### src/rtl/svm_rom_dma.sv
// ROM-to-FIFO read DMA: streams a word-aligned ROM range into the ROM data FIFO.
// Define SVM_ROM_DMA_SKID_EN for a 2-word buffer and full-rate streaming.
module svm_rom_dma #(
   parameter int ROM_ADDR_WIDTH = 16,
   parameter int DATA_WIDTH     = 32
) (
   input  logic                      clk,
   input  logic                      rst_n,
   input  logic                      start_rd,
   input  logic                      cfg_ready,
   input  logic [ROM_ADDR_WIDTH-1:0] cfg_dma_base_addr,
   input  logic [ROM_ADDR_WIDTH-1:0] cfg_dma_num_bytes,
   output logic                      batch_dma_done,
   output logic                      dma_busy,
   output logic                      rom_rd_en,
   output logic [ROM_ADDR_WIDTH-1:0] rom_rd_addr,
   input  logic [DATA_WIDTH-1:0]     rom_rd_data,
   output logic [DATA_WIDTH-1:0]     rom_data_fifo_fifo_data_in,
   output logic                      rom_data_fifo_fifo_data_push,
   input  logic                      rom_data_fifo_fifo_full
);

`ifdef SVM_ROM_DMA_SKID_EN
   localparam int DEPTH = 2;
`else
   localparam int DEPTH = 1;
`endif
   localparam int W = ROM_ADDR_WIDTH;

   typedef enum logic [1:0] {
      IDLE,
      RUN,
      DONE
   } state_t;

   state_t                state_q;
   logic [W-1:0]          addr_q;
   logic [W-1:0]          left_q;
   logic                  rd_pend_q;
   logic [1:0]            cnt_q;
   logic                  wr_ptr_q;
   logic                  rd_ptr_q;
   logic [DATA_WIDTH-1:0] buf_q [2];
   logic [DATA_WIDTH-1:0] last_q;

   logic [W:0]            words;
   logic [2:0]            occ;
   logic [1:0]            cnt_d;
   logic                  push_fire;
   logic                  issue;
   logic                  fin;
   logic                  unused_ok;

   function automatic logic nxt_ptr(input logic p);
      return (DEPTH == 2) ? ~p : 1'b0;
   endfunction

   // Extra bit keeps num_bytes + 3 from wrapping near the top of the range.
   assign words = ({1'b0, cfg_dma_num_bytes} + (W+1)'(3)) >> 2;
   assign unused_ok = ^{cfg_dma_base_addr[1:0], words[W]};

   assign push_fire = (cnt_q != 2'd0) && !rom_data_fifo_fifo_full;
   assign occ = {1'b0, cnt_q} + {2'b00, rd_pend_q} - {2'b00, push_fire};
   assign issue = (state_q == RUN) && (left_q != '0) && (occ < 3'(DEPTH));
   assign cnt_d = cnt_q + {1'b0, rd_pend_q} - {1'b0, push_fire};
   // Leave RUN on the edge that empties the buffer so done follows the last push.
   assign fin = (left_q == '0) && !rd_pend_q && (cnt_d == 2'd0);

   assign rom_rd_en = issue;
   assign rom_rd_addr = addr_q;
   assign rom_data_fifo_fifo_data_push = push_fire;
   assign rom_data_fifo_fifo_data_in = (cnt_q != 2'd0) ? buf_q[rd_ptr_q] : last_q;
   assign batch_dma_done = (state_q == DONE);
   assign dma_busy = (state_q != IDLE);

   always_ff @(posedge clk or negedge rst_n) begin
      if (!rst_n) begin
         state_q   <= IDLE;
         addr_q    <= '0;
         left_q    <= '0;
         rd_pend_q <= 1'b0;
         cnt_q     <= 2'd0;
         wr_ptr_q  <= 1'b0;
         rd_ptr_q  <= 1'b0;
         buf_q[0]  <= '0;
         buf_q[1]  <= '0;
         last_q    <= '0;
      end else begin
         rd_pend_q <= issue;
         cnt_q     <= cnt_d;
         if (rd_pend_q) begin
            buf_q[wr_ptr_q] <= rom_rd_data;
            wr_ptr_q        <= nxt_ptr(wr_ptr_q);
         end
         if (push_fire) begin
            last_q   <= buf_q[rd_ptr_q];
            rd_ptr_q <= nxt_ptr(rd_ptr_q);
         end
         if (issue) begin
            addr_q <= addr_q + W'(4);
            left_q <= left_q - W'(1);
         end
         unique case (state_q)
            IDLE: begin
               if (start_rd && cfg_ready) begin
                  addr_q  <= {cfg_dma_base_addr[W-1:2], 2'b00};
                  left_q  <= words[W-1:0];
                  state_q <= (words != '0) ? RUN : DONE;
               end
            end
            RUN: begin
               if (fin) state_q <= DONE;
            end
            DONE: state_q <= IDLE;
            default: state_q <= IDLE;
         endcase
      end
   end

endmodule

### config.mk
export PLATFORM = sky130hd
export DESIGN_NAME = svm_rom_dma
export DESIGN_NICKNAME = d
export VERILOG_FILES = /design/src/rtl/svm_rom_dma.sv
export SDC_FILE = /design/constraint.sdc
export NUM_CORES = 1
export LEC_CHECK = 0
export CELL_PAD_IN_SITES_DETAIL_PLACEMENT = 0
export CELL_PAD_IN_SITES_GLOBAL_PLACEMENT = 1
export CORE_MARGIN = 2
export CORE_UTILIZATION = 35
export DETAILED_ROUTE_END_ITERATION = 10
export PLACE_DENSITY = 0.75
export SYNTH_ARGS = -nofsm -noshare
export SYNTH_HDL_FRONTEND = slang
export SYNTH_SLANG_ARGS = --single-unit
### constraint.sdc
create_clock -name clk -period 4.9 [get_ports clk]
set_clock_uncertainty 0.2 [all_clocks]
set_input_delay 0.98 -clock clk [delete_from_list [all_inputs] [get_ports clk]]
set_output_delay 0.98 -clock clk [all_outputs]
set_load 0.05 [all_outputs]
==> flow_metrics.env <==
export IMPL_cts_tree="built"
export IMPL_die_y_um=124.7
export IMPL_drc=0
export IMPL_grt_pass1_vias=4181
export IMPL_cts_sinks=99
export IMPL_syn_inst=503
export IMPL_power_density_mw_per_mm2=739.2
export IMPL_grt_pass1_wl_um=20890
export IMPL_synthFlopType="dfrtp_1"
export IMPL_grt_use_total_pct=16.53
export IMPL_root_buffer="clkbuf_16"
export IMPL_maxCapViolCount=0
export IMPL_critPathKind="in2out"
export IMPL_slew_headroom_pct=24.69
export IMPL_irDropWorstVdd_mv=0.2736
export IMPL_rrSetupSlack_ps=1270
export IMPL_tightest_slew_ps=1130
export IMPL_cp_data_arrival_time_ps=3580
export IMPL_async_flop_share_pct=100.0
export IMPL_seq_area_frac_synth_pct=48.61
export IMPL_initial_utilization_pct=35.47
export IMPL_hold_class="reg2reg"
export IMPL_grt_antenna_before_repair=0
export IMPL_finish_net_count=690
export IMPL_final_common_cell="nand2_1"
export IMPL_status="finished, final reports clean"
export IMPL_cts_setup_buffers=0
export IMPL_layout_common_cells="nand2_1 (120), clkdlybuf4s50_1 (113), dfrtp_1 (99), mux2_2 (64), xnor2_1 (31)"
export IMPL_critPathMaxStageDelay_ps=490
export IMPL_synthTopCellsByArea="dfrtp_1 (49%), mux2_2 (14%), nand2_1 (8.8%), xnor2_1 (5.3%), nor3_1 (1.8%)"
export IMPL_cts_buffers=9
export IMPL_required_ps=3720
export IMPL_nFillCells=1332
export IMPL_dpl_hpwl_um=8673
export IMPL_p_comb_share_pct=55.7
export IMPL_min_period_ps=4761
export IMPL_setup_viol=0
export IMPL_pwr_share_clk_pct=15.3
export IMPL_final_hold_violation_count=0
export IMPL_initialDrtViolationCount=223
export IMPL_endpoint_kind="output port"
export IMPL_clockBufferDepth=2
export IMPL_fin_cells=805
export IMPL_cp_start_kind="input pin"
export IMPL_wirelength_um=12340
export IMPL_cts_clk_slew_worst_paths_ps=70
export IMPL_synth_area_mm2=0.005096
export IMPL_wl_per_cell_um=15.33
export IMPL_internal_power_mw=2.785
export IMPL_diodes=0
export IMPL_switching_share_pct=44.69
export IMPL_power_switching_mw=2.250
export IMPL_vias=3991
export IMPL_finalCritPeriodShare_pct=97.17
export IMPL_ios=121
export IMPL_fmax_ghz=0.2100
export IMPL_holdBufCountCts=0
export IMPL_dieArea_mm2=0.01554
export IMPL_drt_vias_per_instance=4.958
export IMPL_synth_warnings=0
export IMPL_p_leak_nw=2.854
export IMPL_crit_buf_inv=5
export IMPL_synth_seq_cells=99
export IMPL_fin_setup_tns_ps=0
export IMPL_clock_latency_ps=340
export IMPL_ctsResizeCount=0
export IMPL_syn2layout_area_growth_pct=33.69
export IMPL_seqPwrFrac_pct=29.1
export IMPL_crit_slowest_cell="fa_2"
export IMPL_path_cells="clkdlybuf4s50_1 -> or2_2 -> inv_1 -> ha_1 -> inv_1 -> ha_1 -> fa_2 -> nor4b_4 -> nand2_1 -> or2_4 -> inv_4 -> buf_12"
export IMPL_gp_congestion=0.7646
export IMPL_port_buffer_count=116
export IMPL_h_tree_depth=3
export IMPL_synthDistinctLibCells=52
export IMPL_gr_total_overflow=0
export IMPL_dieWidth_um=124.7
export IMPL_rsz0062_at_grt="false"
export IMPL_yosysTopAreaCell="dfrtp_1"
export IMPL_firstDrtPassIters=4
export IMPL_synth_top_area_share_pct=48.61
export IMPL_synth_edf_count=0
export IMPL_slew_violations=0
export IMPL_drive_above_1_share_pct=17.71
export IMPL_rows=44
export IMPL_grt_max_degree=69
export IMPL_place_inst=789
export IMPL_cp_max_fo=4
export IMPL_core_area_mm2=0.01437
export IMPL_crit_family="simple AND/OR/NAND/NOR gates"
export IMPL_avgSynthCellArea_um2=10.13
export IMPL_final_antenna_net_count=0
## path summary, 6_finish.rpt
kind,startpoint,endpoint,cells past startpoint
worst max-delay path,rom_data_fifo_fifo_full,rom_rd_en,12
max in group asynchronous,rst_n,left_q[13],2
worst min register to register,last_q[27],last_q[27],2
worst min-delay path,last_q[27],last_q[27],2
worst max register to register,cnt_q[1],left_q[9],13
min in group asynchronous,rst_n,buf_q[45],1
## area by class of cell
| type | instances | area [µm²] | share of cell area, % |
|---|---|---|---|
| clock buffer | 11 | 242.7 | 3.563 |
| clock inverter | 5 | 85.08 | 1.249 |
| timing repair buffer | 127 | 1261 | 18.51 |
| inverter | 12 | 47.55 | 0.6979 |
| multi-input combinational | 367 | 2469 | 36.24 |
| tap | 184 | 230.2 | 3.379 |
| sequential | 99 | 2477 | 36.36 |
## cell families (layout without fill, tap and decap cells)
kind of cell | count (synthesis) | count (layout) | synth area share, %
AND/OR/NAND/NOR | 218 | 218 | 20.87
flip-flops | 99 | 99 | 48.61
multiplexers | 69 | 69 | 15.12
AO/OA/AOI/OAI | 40 | 40 | 4.837
buffers and inverters | 38 | 155 | 3.437
XOR/XNOR | 33 | 33 | 5.672
adder cells (fa/ha/maj) | 5 | 5 | 1.375
other | 1 | 2 | 0.07359
## cell usage after synthesis (all sizes together), types with 7 or more instances
library cell,instances
a21oi,11
buf,9
clkbuf,17
dfrtp,99
inv,12
mux2,64
nand2,120
nand3,12
nand4,7
nor2,19
nor3,18
nor4,11
o21ai,14
xnor2,31
## per-stage QoR
step | hold slack [ps] | utilization, % | area, µm² | worst slack [ps] | power, mW
floorplan | 240.2 | - | 5119 | 3.109 | 3.373
finish | 272.5 | 47.41 | 6813 | 138.9 | 5.036
detailed placement | 256.4 | 45.10 | 6480 | 42.03 | 4.287
global route | 293.5 | 47.41 | 6813 | 22.62 | 5.338
global placement | 251.4 | 45.10 | 6480 | 62.95 | 4.223
CTS | 274.5 | 47.38 | 6808 | 25.52 | 5.084
## metal layers
layer / up-vias / track usage (%) / wire, µm / share of wire (%)
li1: 1959 / - / - / -
met1: 1927 / 22.91 / 5922 / 48
met2: 91 / 26.39 / 5731 / 46
met3: 14 / 2.835 / 506 / 4.1
met4: 0 / 5.420 / 181 / 1.5
met5: - / 0 / 0 / 0
## power by group through the flow
stage / clock network, mW / logic [mW] / registers (mW)
2_1_floorplan: 0 / 1.83 / 1.54
3_3_place_gp: 0 / 2.77 / 1.45
3_5_place_dp: 0 / 2.81 / 1.48
4_1_cts: 0.795 / 2.82 / 1.47
5_1_grt: 0.828 / 2.99 / 1.52
6_report: 0.768 / 2.80 / 1.46
## state kept, by name (all words and copies together) (netlist names)
name,flops
buf_q,32
last_q,32
left_q,16
rom_rd_addr,14
cnt_q,2
state_q,2
rd_pend_q,1
## worst reg2reg max path, cell delays in order (launching register included)
cell and delay [ps]:
dfrtp_1 420, nor2_4 40, or2_2 280, inv_1 80
ha_1 220, inv_1 60, ha_1 150, fa_2 490
nor4b_4 290, buf_4 170, nand4_1 190, or3_2 510
a211oi_1 300, a21oi_1 60
(Power assumes the default switching activity.)
